<file path="config.mk">
export PLATFORM = sky130hd
export DESIGN_NAME = regfile_2r1w_clr
export DESIGN_NICKNAME = d
export VERILOG_FILES = /design/src/rtl/regfile_2r1w_clr.sv
export SDC_FILE = /design/constraint.sdc
export NUM_CORES = 1
export LEC_CHECK = 0
export BUFFER_PORTS_ARGS = -buffer_cell sky130_fd_sc_hd__buf_4
export CAP_MARGIN = 15
export CORE_MARGIN = 2
export CORE_UTILIZATION = 25
export DETAILED_ROUTE_END_ITERATION = 6
export PLACE_DENSITY = 0.48
export SLEW_MARGIN = 20
export SYNTH_ARGS = -nofsm -noshare
export SYNTH_HDL_FRONTEND = slang
export SYNTH_SLANG_ARGS = --single-unit
</file>
<file path="constraint.sdc">
create_clock -name clock -period 2.4 [get_ports clock]
set_clock_uncertainty 0.05 [all_clocks]
set_input_delay 0.24 -clock clock [delete_from_list [all_inputs] [get_ports clock]]
set_output_delay 0.24 -clock clock [all_outputs]
set_load 0.01 [all_outputs]
</file>
<file path="src/rtl/regfile_2r1w_clr.sv">
// Two-read/one-write register bank with forwarding, range checks and
// a sequential clear engine. Optional macro: REGFILE_ZERO_REG_EN.
module regfile_2r1w_clr #(
    parameter int DATA_WIDTH = 8,
    parameter int ADDR_WIDTH = 4,
    parameter int REG_COUNT  = 16
) (
    input  logic                  clock,
    input  logic                  reset,
    input  logic                  wr_en,
    input  logic [ADDR_WIDTH-1:0] wr_addr,
    input  logic [DATA_WIDTH-1:0] wr_data,
    output logic                  wr_err,
    input  logic                  rd_en_a,
    input  logic [ADDR_WIDTH-1:0] rd_addr_a,
    output logic [DATA_WIDTH-1:0] rd_data_a,
    output logic                  rd_valid_a,
    input  logic                  rd_en_b,
    input  logic [ADDR_WIDTH-1:0] rd_addr_b,
    output logic [DATA_WIDTH-1:0] rd_data_b,
    output logic                  rd_valid_b,
    input  logic                  clear_req,
    output logic                  busy
);

    localparam int CW = ADDR_WIDTH + 1;
    localparam logic [0:0] S_IDLE  = 1'b0;
    localparam logic [0:0] S_CLEAR = 1'b1;
    localparam logic [CW-1:0] LAST = CW'(REG_COUNT - 1);
    localparam logic [CW-1:0] NREG = CW'(REG_COUNT);

    typedef logic [DATA_WIDTH-1:0] word_t;

    logic [0:0]    state_q, state_d;
    logic [CW-1:0] cnt_q, cnt_d;
    word_t         regs_q [REG_COUNT];
    word_t         regs_d [REG_COUNT];
    word_t         rd_data_a_q, rd_data_a_d;
    word_t         rd_data_b_q, rd_data_b_d;
    logic          rd_valid_a_q, rd_valid_a_d;
    logic          rd_valid_b_q, rd_valid_b_d;
    logic          wr_err_q, wr_err_d;

    logic idle_open;
    logic wr_in_range;
    logic wr_zero;
    logic wr_ok;

    // Returns register contents, or zero for an unimplemented address.
    function automatic word_t pick(
        input word_t                 r [REG_COUNT],
        input logic [ADDR_WIDTH-1:0] a
    );
        word_t v;
        v = '0;
        for (int i = 0; i < REG_COUNT; i++) begin
            if ({1'b0, a} == CW'(i)) v = r[i];
        end
        return v;
    endfunction

    // Read value seen by a port, with same-cycle write forwarding.
    function automatic word_t rd_val(input logic [ADDR_WIDTH-1:0] a);
        word_t v;
        if (wr_ok && (wr_addr == a)) v = wr_data;
        else v = pick(regs_q, a);
        return v;
    endfunction

    // Write acceptance: idle, no clear starting, address implemented.
    always_comb begin
        idle_open   = (state_q == S_IDLE) && !clear_req;
        wr_in_range = ({1'b0, wr_addr} < NREG);
`ifdef REGFILE_ZERO_REG_EN
        wr_zero     = idle_open && (wr_addr == '0);
`else
        wr_zero     = 1'b0;
`endif
        wr_ok       = wr_en && idle_open && wr_in_range && !wr_zero;
        wr_err_d    = wr_en && !wr_ok && !wr_zero;
    end

    // Clear engine: walks the counter over every implemented register.
    always_comb begin
        state_d = state_q;
        cnt_d   = cnt_q;
        unique case (state_q)
            S_IDLE: begin
                cnt_d = '0;
                if (clear_req) state_d = S_CLEAR;
            end
            S_CLEAR: begin
                if (cnt_q == LAST) begin
                    state_d = S_IDLE;
                    cnt_d   = '0;
                end else begin
                    cnt_d = cnt_q + 1'b1;
                end
            end
            default: begin
                state_d = S_IDLE;
                cnt_d   = '0;
            end
        endcase
    end

    // Register array next state: accepted write or one clear step.
    always_comb begin
        regs_d = regs_q;
        for (int i = 0; i < REG_COUNT; i++) begin
            if (wr_ok && ({1'b0, wr_addr} == CW'(i))) regs_d[i] = wr_data;
            if ((state_q == S_CLEAR) && (cnt_q == CW'(i))) regs_d[i] = '0;
        end
`ifdef REGFILE_ZERO_REG_EN
        regs_d[0] = '0;
`endif
    end

    // Read ports: serviced only in IDLE, data held otherwise.
    always_comb begin
        rd_data_a_d  = rd_data_a_q;
        rd_data_b_d  = rd_data_b_q;
        rd_valid_a_d = 1'b0;
        rd_valid_b_d = 1'b0;
        if (state_q == S_IDLE) begin
            if (rd_en_a) begin
                rd_data_a_d  = rd_val(rd_addr_a);
                rd_valid_a_d = 1'b1;
            end
            if (rd_en_b) begin
                rd_data_b_d  = rd_val(rd_addr_b);
                rd_valid_b_d = 1'b1;
            end
        end
    end

    // State registers with asynchronous active-low reset.
    always_ff @(posedge clock or negedge reset) begin
        if (!reset) begin
            state_q      <= S_IDLE;
            cnt_q        <= '0;
            rd_data_a_q  <= '0;
            rd_data_b_q  <= '0;
            rd_valid_a_q <= 1'b0;
            rd_valid_b_q <= 1'b0;
            wr_err_q     <= 1'b0;
            for (int i = 0; i < REG_COUNT; i++) regs_q[i] <= '0;
        end else begin
            state_q      <= state_d;
            cnt_q        <= cnt_d;
            rd_data_a_q  <= rd_data_a_d;
            rd_data_b_q  <= rd_data_b_d;
            rd_valid_a_q <= rd_valid_a_d;
            rd_valid_b_q <= rd_valid_b_d;
            wr_err_q     <= wr_err_d;
            regs_q       <= regs_d;
        end
    end

    assign rd_data_a  = rd_data_a_q;
    assign rd_data_b  = rd_data_b_q;
    assign rd_valid_a = rd_valid_a_q;
    assign rd_valid_b = rd_valid_b_q;
    assign wr_err     = wr_err_q;
    assign busy       = (state_q == S_CLEAR);

endmodule

</file>
==> results list <==
- Timing would allow up to 440 MHz.
- Type of origin of the critical path: flip-flop
* Seq/Total Area, Yosys: 0.438
- At the pin with the least slew margin, the transition time is 1.12 ns.
- At the end of routability-driven placement, the weighted congestion stood at 0.950.
- Area of combinational cells with multiple inputs: 4510 um^2
- Max_cap viols: 0
- For the worst setup path, the data required time is 2.65 ns.
- The final layout contains 979 nets.
- Hold WS: 0.0364 ns
* Largest net degree at the start of global routing: 52
* Standby leakage power: 4.58 nW
- Via-per-instance ratio: 5.71
- The worst setup path is captured at a flip-flop.
- The number of max-slew violations in the final report came to 0.
* Overflow left after global routing: 0
* Unique cell type count in the Yosys netlist: 71
* Number of enable flip-flop cells after synthesis: 0
- Summed over all failing endpoints, the final setup total negative slack is 0 ns.
- In this run the most critical hold path is launched from wr_en.
- Number of setup buffers added after CTS: 0
* Root buffer cell: sky130_fd_sc_hd__clkbuf_16
- Clock-pin slew was measured on the worst setup and hold paths at 0.07 ns.
- The critical path is of the reg -> reg type.
- RSZ-0062 raised after global routing: false
- The routed design has 36.5 mm of wire.
* Rel. slew slack: 0.250
- The number of nets in the synthesized netlist is 906.
* Overall power after layout: 0.00800 W
- Depth of the CTS H-tree: 4
* Setup violators final: 0
- The path with the worst hold slack has its endpoint at wr_err.
- Summing every instance area after synthesis gives 8740 um^2.
* Max Root-Sink Buffers: 2
- The area growth from synthesis to layout is 21.3%.
* Flip-flop and latch area: 3830 um^2
* Startpoint of the worst setup timing path: regs_q[100]
- Setup slack at placement: -0.143 ns
* CTS buffer count: 17
- The floorplan has 68 rows.
- Data on the critical path arrives at its endpoint at 2.53 ns.
- Source-to-sink clock delay at the later pin of the worst-skew pair: 0.44 ns
* Setup WS post-layout: 0.128 ns
- Number of clock sinks seen by CTS: 153
* Count of synthesis-stage warnings from yosys: 0
- For this run, the leading register cell type out of synthesis is sky130_fd_sc_hd__dfrtp_1.
- Ant diodes: 0
- Starting DRT DRC Count: 1049
* Count of final hold-check violations: 0
* Detailed Place HPWL: 26.9 mm
- After synthesis, the mean cell area works out to 9.98 um^2.
- Worst R2R End: rd_data_a[4]
- The flow ran to the end, and the final reports show no timing, DRC or antenna violations.
- Vias after detailed routing: 8097
- Depth of the worst register-to-register path: 6
- Post-route cell area: 10600 um^2
- From bottom edge to top edge, the die measures 191 um.
- The number of antenna violations at the first check in global routing came to 0.
* Hold Crit Class: in -> reg
- In the synthesized netlist, the number of instances is 876.
- The number of global-route vias before repair came to 7733.
* Proportion of register bits with asynchronous set or reset after synthesis: 1.00
- The worst-case IR drop observed on VDD is 0.514 mV.
- The floorplan step defined a core boundary enclosing 34500 um^2.
* Critical path peak fanout: 3
* Worst reg2reg path startpoint: regs_q[100]
- The worst path in the final design needs a cycle of 2.27 ns, including I/O delays and setup.
* Placement-stage cell area: 9990 um^2
- Number of fill cells in the layout: 3555
- Global-route wire length before repair: 54.1 mm
- Port bufs: 45
- Full die area: 36500 um^2
- Wirelength per Cell: 25.8 um
- DRC violations left: 0
* Starting density of the core: 0.254
- Number of I/O pins: 46
- In this run the horizontal extent of the chip is 191 um.
* First-pass detailed-route iteration total: 5
- Global-route usage over all layers: 0.203
- TritonCTS built the clock tree.
* Hold Path Depth: 2
* Power per Cell Area: 754 nW/um^2
- Crit share post-route: 0.946
* Number of storage elements in the synthesis netlist: 153
- Fraction of layout cells with a size suffix above 1: 0.202
- Number of nets still failing antenna checks after routing: 0
- The worst register-to-register path has a setup slack of 0.13 ns.
-- layout by cell type (no fill, tap or decap), types with 4 or more instances in the layout --
cell	count
sky130_fd_sc_hd__mux2_2	8
sky130_fd_sc_hd__nand2_1	40
sky130_fd_sc_hd__nor2_1	66
sky130_fd_sc_hd__a221oi_1	9
sky130_fd_sc_hd__a22o_1	129
sky130_fd_sc_hd__buf_4	120
sky130_fd_sc_hd__clkinv_1	4
sky130_fd_sc_hd__and2_1	6
sky130_fd_sc_hd__o2bb2ai_1	5
sky130_fd_sc_hd__mux2i_1	28
sky130_fd_sc_hd__o22ai_1	24
sky130_fd_sc_hd__a31oi_1	13
sky130_fd_sc_hd__inv_1	23
sky130_fd_sc_hd__nand2b_1	16
sky130_fd_sc_hd__xnor2_1	8
sky130_fd_sc_hd__a211oi_1	11
sky130_fd_sc_hd__nand3b_1	7
sky130_fd_sc_hd__a22oi_1	10
sky130_fd_sc_hd__nor3_1	9
sky130_fd_sc_hd__mux4_2	12
sky130_fd_sc_hd__a32oi_1	4
sky130_fd_sc_hd__clkbuf_16	17
sky130_fd_sc_hd__and3_1	5
sky130_fd_sc_hd__ha_1	4
sky130_fd_sc_hd__dfrtp_1	153
sky130_fd_sc_hd__a21oi_1	57
sky130_fd_sc_hd__o21ai_0	37
sky130_fd_sc_hd__a21o_1	4
sky130_fd_sc_hd__nor2b_1	13
sky130_fd_sc_hd__o221ai_1	12
sky130_fd_sc_hd__a2bb2oi_1	7
sky130_fd_sc_hd__buf_12	4
sky130_fd_sc_hd__or3_1	4
sky130_fd_sc_hd__nand3_1	12
sky130_fd_sc_hd__o31ai_1	5
-- power by group --
group | internal, W | switching (W)
combinational | 0.000810 | 0.00121
sequential | 0.00290 | 0.000335
clock | 0.00159 | 0.00116
-- area by class of cell --
class / count / share of cell area
Timing Repair Buffer: 126 / 0.0945
Clock buffer: 19 / 0.0427
Multi-Input combinational cell: 624 / 0.425
Sequential cell: 153 / 0.361
Tap cell: 455 / 0.0537
Clock inverter: 13 / 0.0135
Inverter: 27 / 0.00956
-- worst max-delay path: stages, from the launching register on --
cell                       delay (ns)
sky130_fd_sc_hd__dfrtp_1         0.42
sky130_fd_sc_hd__mux4_2          0.49
sky130_fd_sc_hd__a221oi_1        0.51
sky130_fd_sc_hd__a31oi_1         0.08
sky130_fd_sc_hd__a211oi_1        0.32
sky130_fd_sc_hd__buf_4           0.20
sky130_fd_sc_hd__o22ai_1         0.07
-- stage by stage --
step                      std cells   util
final                          1417  0.308
after global routing           1417  0.308
after CTS                      1417  0.307
after detailed placement       1384  0.290
after global placement         1384  0.290
after floorplan                 876      -
-- how the worst max path moves through the flow --
stage	end	slack [ns]	cells after the start
after detailed placement	rd_data_a[2]	-0.14	7
final	rd_data_a[4]	0.13	6
after global routing	regs_q[50]	0.07	5
after CTS	rd_data_a[4]	0.06	7
after floorplan	regs_q[120]	0.38	6
after global placement	rd_data_a[2]	-0.18	7
-- logic make-up after synthesis --
logic type	after synthesis	share of synthesized area
and+or+nand+nor	200	0.117
xor gates and xnor gates	9	0.00902
DFF	153	0.438
muxes	48	0.0733
adders and majority gates	4	0.00573
AOI/OAI and AO/OA	363	0.309
buffers and inverters	99	0.0477
-- routing by layer --
metal / global-route usage / up-vias / share of wire
met3: 0.0365 / 57 / 0.075
met1: 0.293 / 4113 / 0.46
li1: - / 3521 / -
met2: 0.307 / 406 / 0.44
met5: 0 / - / 0
met4: 0.0623 / 0 / 0.026
-- flip-flops by register name, indices dropped and copies added, names as in the netlist --
name        cells
wr_err          1
cnt_q           5
rd_valid_a      1
busy            1
rd_valid_b      1
regs_q        128
rd_data_b       8
rd_data_a       8
-- cell usage after synthesis (all sizes together) (3+ instances only) --
cell type,count,share of area
dfrtp,153,0.44
a22o,129,0.13
nor2,72,0.034
a21oi,58,0.034
nand2,40,0.017
buf,39,0.022
o21ai,37,0.021
clkbuf,33,0.014
mux2i,28,0.032
o22ai,24,0.017
inv,23,0.0099
nand2b,16,0.011
a31oi,13,0.0093
nor2b,13,0.0093
nor3,13,0.010
a211oi,12,0.010
mux4,12,0.031
nand3,12,0.0069
o221ai,12,0.012
a22oi,10,0.0086
a221oi,9,0.0090
mux2,8,0.010
xnor2,8,0.0080
a2bb2oi,7,0.0070
nand3b,7,0.0060
and2,6,0.0043
and3,5,0.0036
o2bb2ai,5,0.0050
o31ai,5,0.0043
a21o,4,0.0034
a32oi,4,0.0040
clkinv,4,0.0017
ha,4,0.0057
or3,4,0.0029
a311oi,3,0.0030
nor3b,3,0.0026
o211ai,3,0.0026
o311ai,3,0.0030
o32a,3,0.0034
-- what timing repair did --
action	in CTS	in global routing
hold buffers	1	0
hold endpoints to repair	47	0
gates resized for setup	0	2
setup endpoints to repair	0	4
Power figures use the tool's default switching activity.
